File: src/rtl/lfsr_noise_src_pkg.sv
// Shared constants and types for the Galois-LFSR noise source and related LFSR blocks.
// Tap masks are right-shift Galois masks giving maximal-length sequences.
package lfsr_noise_src_pkg;

  localparam logic [15:0] TAPS_W16 = 16'hB400;
  localparam logic [23:0] TAPS_W24 = 24'hE10000;
  localparam logic [31:0] TAPS_W32 = 32'h80200003;

  localparam logic [15:0] SEED_W16 = 16'h0001;
  localparam logic [23:0] SEED_W24 = 24'h000001;
  localparam logic [31:0] SEED_W32 = 32'h00000001;

  typedef enum logic {
    IDLE  = 1'b0,
    SHIFT = 1'b1
  } lfsr_state_t;

  // Unsupported widths fall back to the 32-bit mask; callers must override TAPS.
  function automatic logic [31:0] default_taps(input int w);
    logic [31:0] t;
    case (w)
      16:      t = {16'h0000, TAPS_W16};
      24:      t = {8'h00, TAPS_W24};
      default: t = TAPS_W32;
    endcase
    return t;
  endfunction

endpackage

File: src/rtl/lfsr_galois_step.sv
// One combinational right-shift Galois LFSR step: nxt = (cur >> 1) ^ (cur[0] ? TAPS : 0).
module lfsr_galois_step #(
  parameter int           W    = 32,
  parameter logic [W-1:0] TAPS = 32'h80200003
) (
  input  logic [W-1:0] cur,
  output logic [W-1:0] nxt
);

  assign nxt = (cur >> 1) ^ (cur[0] ? TAPS : '0);

endmodule

File: src/rtl/lfsr_noise_src.sv
// White-noise excitation source: a Galois LFSR advanced NSH times per programmable
// sample period, emitting an attenuated signed sample with a one-cycle strobe.
module lfsr_noise_src
  import lfsr_noise_src_pkg::*;
#(
  parameter int           W        = 32,
  parameter logic [W-1:0] TAPS     = W'(default_taps(W)),
  parameter logic [W-1:0] SEED_DEF = W'(SEED_W32),
  parameter int           NSH      = 8,
  parameter int           DW       = 16
) (
  input  logic                clk,
  input  logic                rst,
  input  logic                run,
  input  logic [DW-1:0]       div,
  input  logic [4:0]          att,
  input  logic                seed_load,
  input  logic [W-1:0]        seed,
  output logic signed [W-1:0] sample,
  output logic                sample_en,
  output logic                overrun,
  output logic                lockup
);

  localparam int SHW = (NSH > 1) ? $clog2(NSH) : 1;

  logic [DW-1:0]  cnt;
  logic [SHW-1:0] sh_cnt;
  lfsr_state_t    state;
  logic [W-1:0]   lfsr;
  logic [W-1:0]   lfsr_nxt;
  logic           tick;
  logic           last_shift;

  lfsr_galois_step #(
    .W    (W),
    .TAPS (TAPS)
  ) u_step (
    .cur (lfsr),
    .nxt (lfsr_nxt)
  );

  assign tick       = run && (cnt == div);
  assign last_shift = (state == SHIFT) && (sh_cnt == SHW'(NSH - 1));

  always_ff @(posedge clk) begin
    if (rst) begin
      cnt <= '0;
    end else if (seed_load) begin
      cnt <= '0;
    end else if (run) begin
      cnt <= tick ? '0 : cnt + 1'b1;
    end
  end

  // seed_load outranks the tick and aborts a sample in flight without a strobe.
  always_ff @(posedge clk) begin
    if (rst) begin
      lfsr      <= SEED_DEF;
      state     <= IDLE;
      sh_cnt    <= '0;
      sample    <= '0;
      sample_en <= 1'b0;
      overrun   <= 1'b0;
      lockup    <= 1'b0;
    end else begin
      sample_en <= 1'b0;
      lockup    <= 1'b0;
      if (seed_load) begin
        lfsr    <= seed;
        state   <= IDLE;
        sh_cnt  <= '0;
        overrun <= 1'b0;
      end else begin
        case (state)
          IDLE: begin
            if (tick) begin
              if (lfsr == '0) begin
                lfsr   <= SEED_DEF;
                lockup <= 1'b1;
              end
              state  <= SHIFT;
              sh_cnt <= '0;
            end
          end
          SHIFT: begin
            if (tick) begin
              overrun <= 1'b1;
            end
            lfsr   <= lfsr_nxt;
            sh_cnt <= sh_cnt + 1'b1;
            if (last_shift) begin
              sample    <= $signed(lfsr_nxt) >>> att;
              sample_en <= 1'b1;
              state     <= IDLE;
              sh_cnt    <= '0;
            end
          end
          default: state <= IDLE;
        endcase
      end
    end
  end

endmodule

File: config.mk
export PLATFORM = sky130hd
export DESIGN_NAME = lfsr_noise_src
export DESIGN_NICKNAME = d
export VERILOG_FILES = /design/src/rtl/lfsr_noise_src_pkg.sv /design/src/rtl/lfsr_galois_step.sv /design/src/rtl/lfsr_noise_src.sv
export SDC_FILE = /design/constraint.sdc
export NUM_CORES = 1
export LEC_CHECK = 0
export CAP_MARGIN = 20
export CORE_MARGIN = 8
export CORE_UTILIZATION = 35
export DETAILED_ROUTE_END_ITERATION = 12
export MAX_ROUTING_LAYER = met4
export SLEW_MARGIN = 10
export SYNTH_ARGS = -nofsm -noshare
export SYNTH_HDL_FRONTEND = slang
export SYNTH_SLANG_ARGS = --single-unit
File: constraint.sdc
create_clock -name clk -period 5.84 [get_ports clk]
set_input_delay 1.168 -clock clk [delete_from_list [all_inputs] [get_ports clk]]
set_output_delay 1.168 -clock clk [all_outputs]
set_load 0.005 [all_outputs]
==> metrics <==
status=completed; setup TNS=0 ns; drc violations=0; pwr/cell area=206 nW/um^2; Final Non-Filler Cells=956; Synth Net Count=738; diode count=0; Async S/R FF share, synth=0%; Total Wirelength=17900 um; initial antenna violation count=0; Final #Nets=797; r2r endpoint=sample[0]; critical path peak fanout=14; Clock transition at path regs=0.06 ns; Fillers=1624; Core Util, Final=43.8%; Sequential Power Share=44.5%; RSZ-0062 raised after global routing=false; power after layout=1.44 mW; CTS tree=done; vias per inst=5.60; critical path class=input port to register; CTS Hold Bufs=0; Slew Limit Fails=0; DIE AREA=20600 um^2; Lkg Pwr=2.44 nW; Root Driver=clkbuf_16; io pins=92; ANT nets after route=0; DP Area=6670 um^2; Seq cells post-synth=87; Worst Setup SP=div[12]; Tightest Pin Transition=0.935 ns; cell with the most instances after synthesis=nand2_1; first-pass GRT wire length=28800 um; Clock Path Buffers=2; Yosys Warn Count=0; FF-to-FF Start=lfsr[0]; cell area after layout=6960 um^2; pre-CTS WS=2.09 ns; Hold Crit Class=register to register; routability cong.=0.915; post-synth top area cell=dfxtp_1; sequential fraction of the synthesis area=30.6%; Comb pwr share=17.1%; syn_area_per_cell=8.41 um^2; Tmin final=3.34 ns; fmax=299 MHz; worst-skew pair later-pin latency=0.34 ns; top cells by area, synth=dfxtp_1 31%, mux4_2 13%, nand2_1 6.1%, a21oi_1 5.6%, nor2_1 4.9%; Max VDD drop=0.140 mV; area delta synth->final=22.3%; H-tree depth=3; Setup Fix Bufs, Post-CTS=0; DR WL/cell=18.7 um; CTS Sinks=87; CP Data Arrival Time=3.54 ns; final worst setup slack=2.50 ns; Psw=385 uW; TritonRoute pass-1 iters=5; die extent in x=144 um; Final Hold Fails=0; max_cap viols=0; dominant synthesized flop cell=dfxtp_1; commonest cells in the netlist=93 x nand2_1, 87 x dfxtp_1, 75 x nor2_1; post-synth top area share=30.6%; CP endpoint=cnt[9]; synthesized area=5700 um^2; DP Wirelength=13100 um; number of flops mapped to enable cells by yosys=0; sw frac=26.8%; Worst Path Required=6.03 ns; post-cts resize count=0; Worst setup SP type=input port; Worst R2R Setup Slack=3.11 ns; via count=5358; Core Footprint=15900 um^2; vias in the first global route=5313; CTS Buf Count=9; Final period util=57.3%; Synth cell types=63; share of cells above drive strength 1=11.1%; Starting Density=35.9%; setup violators final=0; clock share of power=38.3%; Internal=1.05 mW; max_slew headroom=37.3%; IO buf count=91; Final Skew=0.00540 ns; grt ovf=0; Cells after Synth=677; Die Y=144 um; Reg2Reg Depth=7; DR iter-0 viols=522; largest net degree at the start of global routing=67; Hold Slack=0.451 ns; Rows=46; Worst setup EP type=register; GRT Overall Usage=18.1%; Placed Cells=940
metal layers:
metal / up-vias / global-route usage, % / part of all wire [%]
met5: - / - / 0
li1: 2573 / - / -
met4: 0 / 6.64 / 2.0
met1: 2582 / 23.4 / 47
met3: 23 / 3.02 / 5.3
met2: 180 / 28.0 / 46
area by class of cell:
class                      instances  area (um^2)  share of cell area (%)
tap                              216          270                    3.88
sequential                        87         1740                    25.0
multi-input combinational        524         3640                    52.2
inverter                          13         48.8                   0.701
clock buffer                      15          278                    3.99
timing repair buffer             101          988                    14.2
sequential cells by signal (all words and copies together) (netlist names):
name	flops
sample	32
sh_cnt	3
overrun	1
state	1
sample_en	1
cnt	16
lfsr	32
lockup	1
critical path, stage by stage:
cell	delay (ns)
clkdlybuf4s50_1	0.41
xor2_1	0.14
nor4_1	0.39
nand4_1	0.42
o21ai_1	0.87
nor2_1	0.12
power groups by stage:
| stage | clock (mW) | combinational (mW) | sequential [mW] |
|---|---|---|---|
| floorplan | 0 | 0.167 | 0.636 |
| global placement | 0 | 0.239 | 0.650 |
| detailed placement | 0 | 0.242 | 0.652 |
| CTS | 0.560 | 0.243 | 0.638 |
| global route | 0.583 | 0.265 | 0.641 |
| finish | 0.550 | 0.246 | 0.639 |
kinds of logic (layout without fill, tap and decap cells):
| family | Yosys count | after routing | share of synthesized area [%] |
|---|---|---|---|
| AO/OA/AOI/OAI | 177 | 177 | 19.0 |
| XOR/XNOR | 32 | 32 | 4.92 |
| adder cells (fa/ha/maj) | 4 | 4 | 0.879 |
| buffers and inverters | 66 | 129 | 5.56 |
| flip-flops | 87 | 87 | 30.6 |
| multiplexers | 64 | 64 | 19.5 |
| AND/OR/NAND/NOR | 247 | 247 | 19.6 |
cell usage in the layout (no fill, tap or decap), types with 7 or more instances in the layout:
cell,count
a211oi_1,8
a21oi_1,64
buf_4,9
clkbuf_16,9
clkdlybuf4s50_1,89
dfxtp_1,87
inv_1,11
mux2_2,11
mux2i_1,15
mux4_2,33
nand2_1,93
nand2b_1,7
nand3_1,17
nor2_1,75
nor3_1,11
nor4_1,12
o211ai_1,10
o21ai_0,47
o21ai_1,10
xnor2_1,8
xor2_1,24
how the worst min path moves through the flow:
stage,start,end,slack [ns],depth (start not counted)
final,sample[29],sample[29],0.45,2
after global routing,sample[19],sample[19],0.47,2
after CTS,sample[29],sample[29],0.45,2
after detailed placement,sample[29],sample[29],0.45,2
after global placement,sample[27],sample[27],0.44,2
after floorplan,lfsr[1],lfsr[1],0.43,1
(Power assumes the default switching activity.)
